<file path="src/rtl/pc_stack_pkg.sv">
`default_nettype none
// ============================================================================
// Module      : pc_stack_pkg
// Description : Shared decode constants for the fetch-stage PC generator.
//               Holds the opcode and sub-op encodings and the PC select codes.
// Revision    : 1.0 - initial parametrised release
// ============================================================================
package pc_stack_pkg;

  // Decode-stage opcodes that redirect the fetch stream
  localparam logic [5:0] TY_B = 6'h04;  // conditional branch
  localparam logic [5:0] TY_J = 6'h02;  // unconditional jump / jump-and-link
  localparam logic [5:0] JR   = 6'h08;  // jump to register

  // Sub-op selects
  localparam logic BEQ = 1'b0;
  localparam logic BNE = 1'b1;
  localparam logic JAL = 1'b1;          // sub_op_j == 0 is a plain J

  // Next-PC source; the names keep their historical immediate widths even
  // though the immediate widths are now parameters.
  typedef enum logic [1:0] {
    PC_4        = 2'd0,
    PC_14BIT    = 2'd1,
    PC_24BIT    = 2'd2,
    PC_REGISTER = 2'd3
  } pc_sel_e;

endpackage
`default_nettype wire

</file>
<file path="src/rtl/pc_ras.sv">
`default_nettype none
// ============================================================================
// Module      : pc_ras
// Description : Circular return-address stack. A push when full overwrites
//               the oldest entry; a pop when empty is ignored. Both raise a
//               sticky flag. State changes on the falling clock edge.
// Ports       : clock, reset      - clock / synchronous active-high reset
//               push, pop         - stack operations (mutually exclusive)
//               push_data         - address to push
//               top               - most recently pushed entry
//               count             - number of valid entries (0..RAS_DEPTH)
//               overflow          - sticky: push while full
//               underflow         - sticky: pop while empty
// Revision    : 1.0 - initial parametrised release
// ============================================================================
module pc_ras #(
  parameter int RAS_DEPTH = 4,
  parameter int PC_WIDTH  = 10
) (
  input  logic                         clock,
  input  logic                         reset,
  input  logic                         push,
  input  logic                         pop,
  input  logic [PC_WIDTH-1:0]          push_data,
  output logic [PC_WIDTH-1:0]          top,
  output logic [$clog2(RAS_DEPTH):0]   count,
  output logic                         overflow,
  output logic                         underflow
);

  localparam int PTR_W = $clog2(RAS_DEPTH);

  logic [PC_WIDTH-1:0] mem [RAS_DEPTH];
  logic [PTR_W-1:0]    ptr;      // next free slot; wraps modulo RAS_DEPTH
  logic [PTR_W-1:0]    top_idx;
  logic                full;
  logic                empty;

  assign top_idx = ptr - PTR_W'(1);
  assign top     = mem[top_idx];
  assign full    = (count == (PTR_W+1)'(RAS_DEPTH));
  assign empty   = (count == '0);

  // Storage has no reset; contents are only meaningful below count.
  // When full, ptr already addresses the oldest entry, so a push there
  // naturally overwrites it.
  always_ff @(negedge clock) begin
    if (!reset && push) begin
      mem[ptr] <= push_data;
    end
  end

  always_ff @(negedge clock) begin
    if (reset) begin
      ptr       <= '0;
      count     <= '0;
      overflow  <= 1'b0;
      underflow <= 1'b0;
    end else if (push) begin
      ptr <= ptr + PTR_W'(1);
      if (full) begin
        overflow <= 1'b1;
      end else begin
        count <= count + (PTR_W+1)'(1);
      end
    end else if (pop) begin
      if (empty) begin
        underflow <= 1'b1;
      end else begin
        ptr   <= top_idx;
        count <= count - (PTR_W+1)'(1);
      end
    end
  end

endmodule
`default_nettype wire

</file>
<file path="src/rtl/pc_stack.sv">
`default_nettype none
// ============================================================================
// Module      : pc_stack
// Description : Fetch-stage program counter with sign-extended branch/jump
//               targets, a return-address stack that checks JAL/JR pairing,
//               and a saturating count of taken redirects. All state changes
//               on the falling clock edge.
// Ports       : clock, reset           - clock / synchronous active-high reset
//               enable_pc, do_hazard   - advance permit / stall
//               opcode, sub_op_b/j     - decode-stage instruction fields
//               reg_rt_ra_equal        - branch compare result
//               imm_b, imm_j           - branch / jump immediates
//               reg_rb_data            - JR target register
//               current_pc             - instruction fetch address
//               do_jump_link           - JAL in decode
//               do_flush_REG1          - redirect selected
//               ras_mismatch           - JR target differs from RAS top
//               ras_count, ras_overflow, ras_underflow - RAS status
//               redirect_count         - taken redirects since reset
// Revision    : 1.0 - initial parametrised release
// ============================================================================
module pc_stack
  import pc_stack_pkg::*;
#(
  parameter int               PC_WIDTH    = 10,
  parameter int               IMM_B_WIDTH = 14,
  parameter int               IMM_J_WIDTH = 24,
  parameter int               RAS_DEPTH   = 4,
  parameter int               CNT_WIDTH   = 16,
  parameter logic [PC_WIDTH-1:0] RESET_PC = '0
) (
  input  logic                        clock,
  input  logic                        reset,
  input  logic                        enable_pc,
  input  logic                        do_hazard,
  input  logic [5:0]                  opcode,
  input  logic                        sub_op_b,
  input  logic                        sub_op_j,
  input  logic                        reg_rt_ra_equal,
  input  logic [IMM_B_WIDTH-1:0]      imm_b,
  input  logic [IMM_J_WIDTH-1:0]      imm_j,
  input  logic [31:0]                 reg_rb_data,
  output logic [PC_WIDTH-1:0]         current_pc,
  output logic                        do_jump_link,
  output logic                        do_flush_REG1,
  output logic                        ras_mismatch,
  output logic [$clog2(RAS_DEPTH):0]  ras_count,
  output logic                        ras_overflow,
  output logic                        ras_underflow,
  output logic [CNT_WIDTH-1:0]        redirect_count
);

  pc_sel_e             sel;
  logic                adv;
  logic [PC_WIDTH-1:0] next_pc;
  logic [PC_WIDTH-1:0] pc_base;
  logic [PC_WIDTH-1:0] b_off;
  logic [PC_WIDTH-1:0] j_off;
  logic [PC_WIDTH-1:0] rb_target;
  logic [PC_WIDTH-1:0] ras_top;
  logic                ras_push;
  logic                ras_pop;

  assign adv       = enable_pc & ~do_hazard;
  assign rb_target = reg_rb_data[PC_WIDTH-1:0];

  // Only the low PC_WIDTH bits of the register form an address.
  if (PC_WIDTH < 32) begin : g_rb_unused
    logic unused_rb_hi;
    assign unused_rb_hi = ^reg_rb_data[31:PC_WIDTH];
  end

  // Target select
  always_comb begin
    sel = PC_4;
    unique case (opcode)
      TY_B: begin
        if ((sub_op_b == BEQ &&  reg_rt_ra_equal) ||
            (sub_op_b == BNE && !reg_rt_ra_equal)) begin
          sel = PC_14BIT;
        end
      end
      TY_J:    sel = PC_24BIT;
      JR:      sel = PC_REGISTER;
      default: sel = PC_4;
    endcase
  end

  assign do_jump_link  = (opcode == TY_J) && (sub_op_j == JAL);
  assign do_flush_REG1 = (sel != PC_4);

  // Relative targets are taken from the PC of the instruction in decode,
  // which is one word behind the fetch address. The size cast sign-extends
  // the doubled immediate to PC_WIDTH, or truncates it when it is wider.
  assign pc_base = current_pc - PC_WIDTH'(4);
  assign b_off   = PC_WIDTH'($signed({imm_b, 1'b0}));
  assign j_off   = PC_WIDTH'($signed({imm_j, 1'b0}));

  always_comb begin
    next_pc = current_pc + PC_WIDTH'(4);
    unique case (sel)
      PC_14BIT:    next_pc = pc_base + b_off;
      PC_24BIT:    next_pc = pc_base + j_off;
      PC_REGISTER: next_pc = rb_target;
      default:     next_pc = current_pc + PC_WIDTH'(4);
    endcase
  end

  // The link address pushed is the fetch address at the time of the JAL.
  assign ras_push = adv && (sel == PC_24BIT) && do_jump_link;
  assign ras_pop  = adv && (sel == PC_REGISTER);

  pc_ras #(
    .RAS_DEPTH (RAS_DEPTH),
    .PC_WIDTH  (PC_WIDTH)
  ) u_ras (
    .clock     (clock),
    .reset     (reset),
    .push      (ras_push),
    .pop       (ras_pop),
    .push_data (current_pc),
    .top       (ras_top),
    .count     (ras_count),
    .overflow  (ras_overflow),
    .underflow (ras_underflow)
  );

  assign ras_mismatch = (opcode == JR) && (ras_count != '0) && (ras_top != rb_target);

  always_ff @(negedge clock) begin
    if (reset) begin
      current_pc     <= RESET_PC;
      redirect_count <= '0;
    end else if (adv) begin
      current_pc <= next_pc;
      if (do_flush_REG1 && (redirect_count != '1)) begin
        redirect_count <= redirect_count + CNT_WIDTH'(1);
      end
    end
  end

endmodule
`default_nettype wire
</file>
<file path="config.mk">
export PLATFORM = sky130hd
export DESIGN_NAME = pc_stack
export DESIGN_NICKNAME = d
export VERILOG_FILES = /design/src/rtl/pc_stack_pkg.sv /design/src/rtl/pc_ras.sv /design/src/rtl/pc_stack.sv
export SDC_FILE = /design/constraint.sdc
export NUM_CORES = 1
export LEC_CHECK = 0
export CORE_UTILIZATION = 45
export CTS_BUF_LIST = sky130_fd_sc_hd__clkbuf_4
export DETAILED_ROUTE_END_ITERATION = 16
export GPL_TIMING_DRIVEN = 0
export PLACE_DENSITY = 0.76
export SYNTH_ARGS = -nofsm -noshare
export SYNTH_HDL_FRONTEND = slang
export SYNTH_HIERARCHICAL = 1
export SYNTH_SLANG_ARGS = --single-unit
</file>
<file path="constraint.sdc">
create_clock -name clock -period 5.1 [get_ports clock]
set_clock_uncertainty 0.05 [all_clocks]
set_input_delay 1.02 -clock clock [delete_from_list [all_inputs] [get_ports clock]]
set_output_delay 1.02 -clock clock [all_outputs]
set_load 0.02 [all_outputs]
</file>
After elaboration in Yosys (flattened, before gate mapping)
Memories as Yosys holds them, arrays and structs flattened. Index checks and enable logic that the tools add are counted.

Bits in registers: 33. RAM bits: 40. Bits of input ports: 83. Logic and storage cells: 65. Memories: 1.

$add $sub $neg: 9. Eq/ne operators: 11. Multiplexer cells: 12. Bitwise logic cells: 4. Reductions and logical operators: 22.

Memories: u_ras.mem (words 4, bits a word 10, rd ports 1, clocked after memory_dff 0, wr ports 1, RTL line pc_ras.sv:33) `logic [PC_WIDTH-1:0] mem [RAS_DEPTH];`.

Operator list (count): $pmux 10 s3 (1); $add 10x10->10 (2); $add 16x1->16 const B (1); $ne 16x16->1 const B (1); $mux 3 (4); $add 10x3->10 const B (1); $logic_and 1x1->1 (10); $ne 10x10->1 (1); $sub 10x3->10 const B (1); $eq 6x2->1 const B (1); $eq 6x3->1 const B (1); $eq 6x4->1 const B (1); $mux 2 (3); $pmux 2 s3 (1); $reduce_and 2->1 (3); $reduce_and 3->1 (2); $eq 2x2->1 const B (2); $reduce_bool 2->1 (2); $add 3x1->3 const B (1); $eq 3x3->1 const B (1); $logic_not 3->1 (1); $mux 1 (3); $not 1->1 (3); $reduce_bool 3->1 (1); 9 further kinds (10).

Longest topological paths before layout
Depth after elaboration: 11. Gate-level depth with buffers: 15. Gate-level depth less buffers: 14.

Modules after synthesis
The synthesis kept the hierarchy.

By module, submodules not included: pc_stack (times used 1, cells each 283, area an instance 2294.7 um^2, seq. area each 520.5 um^2); pc_ras (times used 1, cells each 110, area an instance 1916.8 um^2, seq. area each 1341.3 um^2).

==> results.cfg <==
[worst_setup_path]
cp_num_buf_inv = 4
critPathCaptureType = output port
crit_chain = buf_12, inv_8, ha_4, buf_6, mux4_2, xnor2_2, nand4_1, nor4_2, nor3_2, buf_4
worstPathRequired_ps = 4030
slowest_delay_ps = 360
slowest_stage = dfxtp_4
cp_max_fo = 6
r2r-start = current_pc[5]$_SDFFE_NP0P_
worst_setup_path_start_kind = register
startpoint = u_ras/ptr[0]$_SDFFE_NP0P_
crit_family = simple AND/OR/NAND/NOR gates
path_class = reg2out
arrival_ps = 5140

[detailed_routing]
ant_nets = 0
via_per_inst = 5.613
drc_errors = 0
via_count = 4036
drt_iter0_markers = 240
drtPass1Iterations = 8
routed_wl_um = 12980
routedWlPerCell_um = 18.06

[timing]
finalSetupViolCount = 74
rsz0062_at_grt = yes
tightest_slew_ps = 630.9
fin_ws_ps = -1107
final.setup.tns_ps = -34870
hold_viol = 0
relSlewSlack = 0.5794
drv_slew = 0

[clock_network]
clk_pin_slew_ps = 40
cts_tree = done
clkLatencyLatePin_ps = 470
h-tree-depth = 3
cts_buffers = 9
ctsRootBufferMaster = clkbuf_4
cts_max_path_buffers = 2
clock_sinks = 73

[place]
routabilityCongestion = 0.8514
hpwl_um = 7636
post-place-cells = 574
io_buffers = 73
post_dp_cell_area_mm2 = 0.005306

[power_and_ir_drop]
ir_drop_uv = 134.1
p_leak_nw = 2.937
p_total_mw = 1.402
p_per_area_mw_per_mm2 = 211.0

[finish]
syn_to_final_growth_pct = 57.81
final_cells = 719
fin_area_mm2 = 0.006646
nets = 708
final_core_util = 0.7475
final_layout_size_suffix_gt1_frac = 0.3410

[yosys]
synthArstFlopShare = 0
synth_cells = 393
synthTopCellsByCount = 40 x edfxtp_1, 35 x nor2_1, 33 x dfxtp_1, 23 x xnor2_1, 22 x nand2_1
syn-cell-area_mm2 = 0.004212
synth-edff-count = 40
yosys_warnings = 6
synth.area.top_cells = edfxtp_1 29%, dfxtp_1 16%, ha_1 5.3%, mux4_2 5.3%, xnor2_1 4.8%
yosysSeqAreaShare = 0.4421
yosysMostFrequentCell = edfxtp_1
synthDistinctLibCells = 61
synth_top_area_cell = edfxtp_1
syn_area_per_cell_um2 = 10.72
syn_nets = 496
synth_top_area_frac = 0.2852
synth_ff_type = edfxtp_1
synth-seq-cells = 73

[floorplanning]
row_count = 34
die_area_mm2 = 0.009750
die_y_um = 98.74
coreArea_mm2 = 0.008891
ioPinCount = 117
die_w_um = 98.74
start_util = 0.4737

[grt]
globalRouteOverflowTotal = 0
first_global_vias = 4228
grt_antenna_before_repair = 1
grt_pass1_wl_um = 20300
grt_max_degree = 15
grt_usage = 0.2705

[worst_hold_path]
hold_class = reg2reg
min_from = u_ras/underflow$_SDFFE_NP0P_

[outcome]
failed_checks = negative setup slack
status = finished with violations

[flow_run]
drv_cap = 0
[cell families after synthesis]
group | count (synthesis) | share of synthesized area
and+or+nand+nor | 133 | 0.1696
DFF | 73 | 0.4421
AOI/OAI and AO/OA | 64 | 0.1081
buffers and inverters | 38 | 0.04040
xor gates and xnor gates | 35 | 0.07279
muxes | 30 | 0.1040
adders and majority gates | 20 | 0.06298
[stage by stage]
step	hold slack, ps	setup WS [ps]
2_1_floorplan	430.3	-1244
3_3_place_gp	396.9	-1898
3_5_place_dp	410.8	-1932
4_1_cts	426.5	-1219
5_1_grt	500.9	-1231
6_report	415.7	-1107
[power breakdown]
part           internal, mW  switching, mW  total (mW)
logic                 0.122          0.112       0.234
registers             0.619        0.00503       0.624
clock network         0.172          0.371       0.544
total                 0.914          0.488        1.40
[worst paths after layout]
| path | endpoint | slack, ps | cells after the start |
|---|---|---|---|
| worst min-delay path | u_ras/underflow$_SDFFE_NP0P_ | 420 | 2 |
| worst max register to register | current_pc[8]$_SDFFE_NP0P_ | 2310 | 9 |
| worst min register to register | u_ras/underflow$_SDFFE_NP0P_ | 420 | 2 |
| worst max-delay path | ras_mismatch | -1110 | 10 |
[per-layer routing]
| metal | global-route usage | share of wire | vias up |
|---|---|---|---|
| met5 | 0 | 0 | - |
| met4 | 0.1355 | 0.026 | 0 |
| met3 | 0.05957 | 0.064 | 26 |
| met2 | 0.4653 | 0.52 | 166 |
| met1 | 0.3188 | 0.39 | 1949 |
| li1 | - | - | 1895 |
[registers in the layout, summed over array words and instances (netlist names)]
register         count
u_ras/underflow      1
u_ras/count          3
u_ras/mem           40
u_ras/ptr            2
redirect_count      16
current_pc          10
u_ras/overflow       1
[cells in the final DEF (no fill, tap or decap), types with 6 or more instances in the layout]
cell             Yosys  routed
dfxtp_1             33      25
clkbuf_1            10       8
o21ai_0             13       7
xnor2_1             23      18
ha_4                 0       9
nor3_1              12       6
ha_1                18       8
mux4_2              10      10
dlymetal6s2s_1       0       6
clkbuf_4             0       9
clkdlybuf4s50_1      0      34
xor2_1              12      11
edfxtp_1            40      40
and3_4               1      10
nor2_1              35      34
mux2i_1             10      10
dlygate4sd2_1        0      26
dfxtp_2              0       7
buf_6                2      30
inv_1               18      83
nand2_1             22      21
and3_1              16      11
buf_4                1      30
nand3_1              9       8
[worst min-delay path: cells and delay by family (launching register included)]
kind,cells,cell delay [ps]
flops,1,320
simple gates,1,70
compound gates,1,40
[timing repair]
| action | 4_1_cts | 5_1_grt |
|---|---|---|
| setup endpoints to repair | 98 | 80 |
| gates resized for setup | 136 | 58 |
| pin swaps | 53 | 40 |
| gates cloned | 5 | 0 |
| hold buffers | 0 | 0 |
| buffers inserted | 42 | 29 |
[area by class of cell]
class                           count  area (um2)
Clock inverter                     80       316.6
Tap cell                          108       135.1
Timing Repair Buffer              129        1222
Buffer                             17       136.4
Multi-Input combinational cell    286        2821
Antenna cell                        1       2.502
Inverter                           16       70.07
Clock buffer                        9       67.56
Sequential cell                    73        1874
Fill cell                         576        2245
No activity file was read; power rests on OpenSTA's default activity.
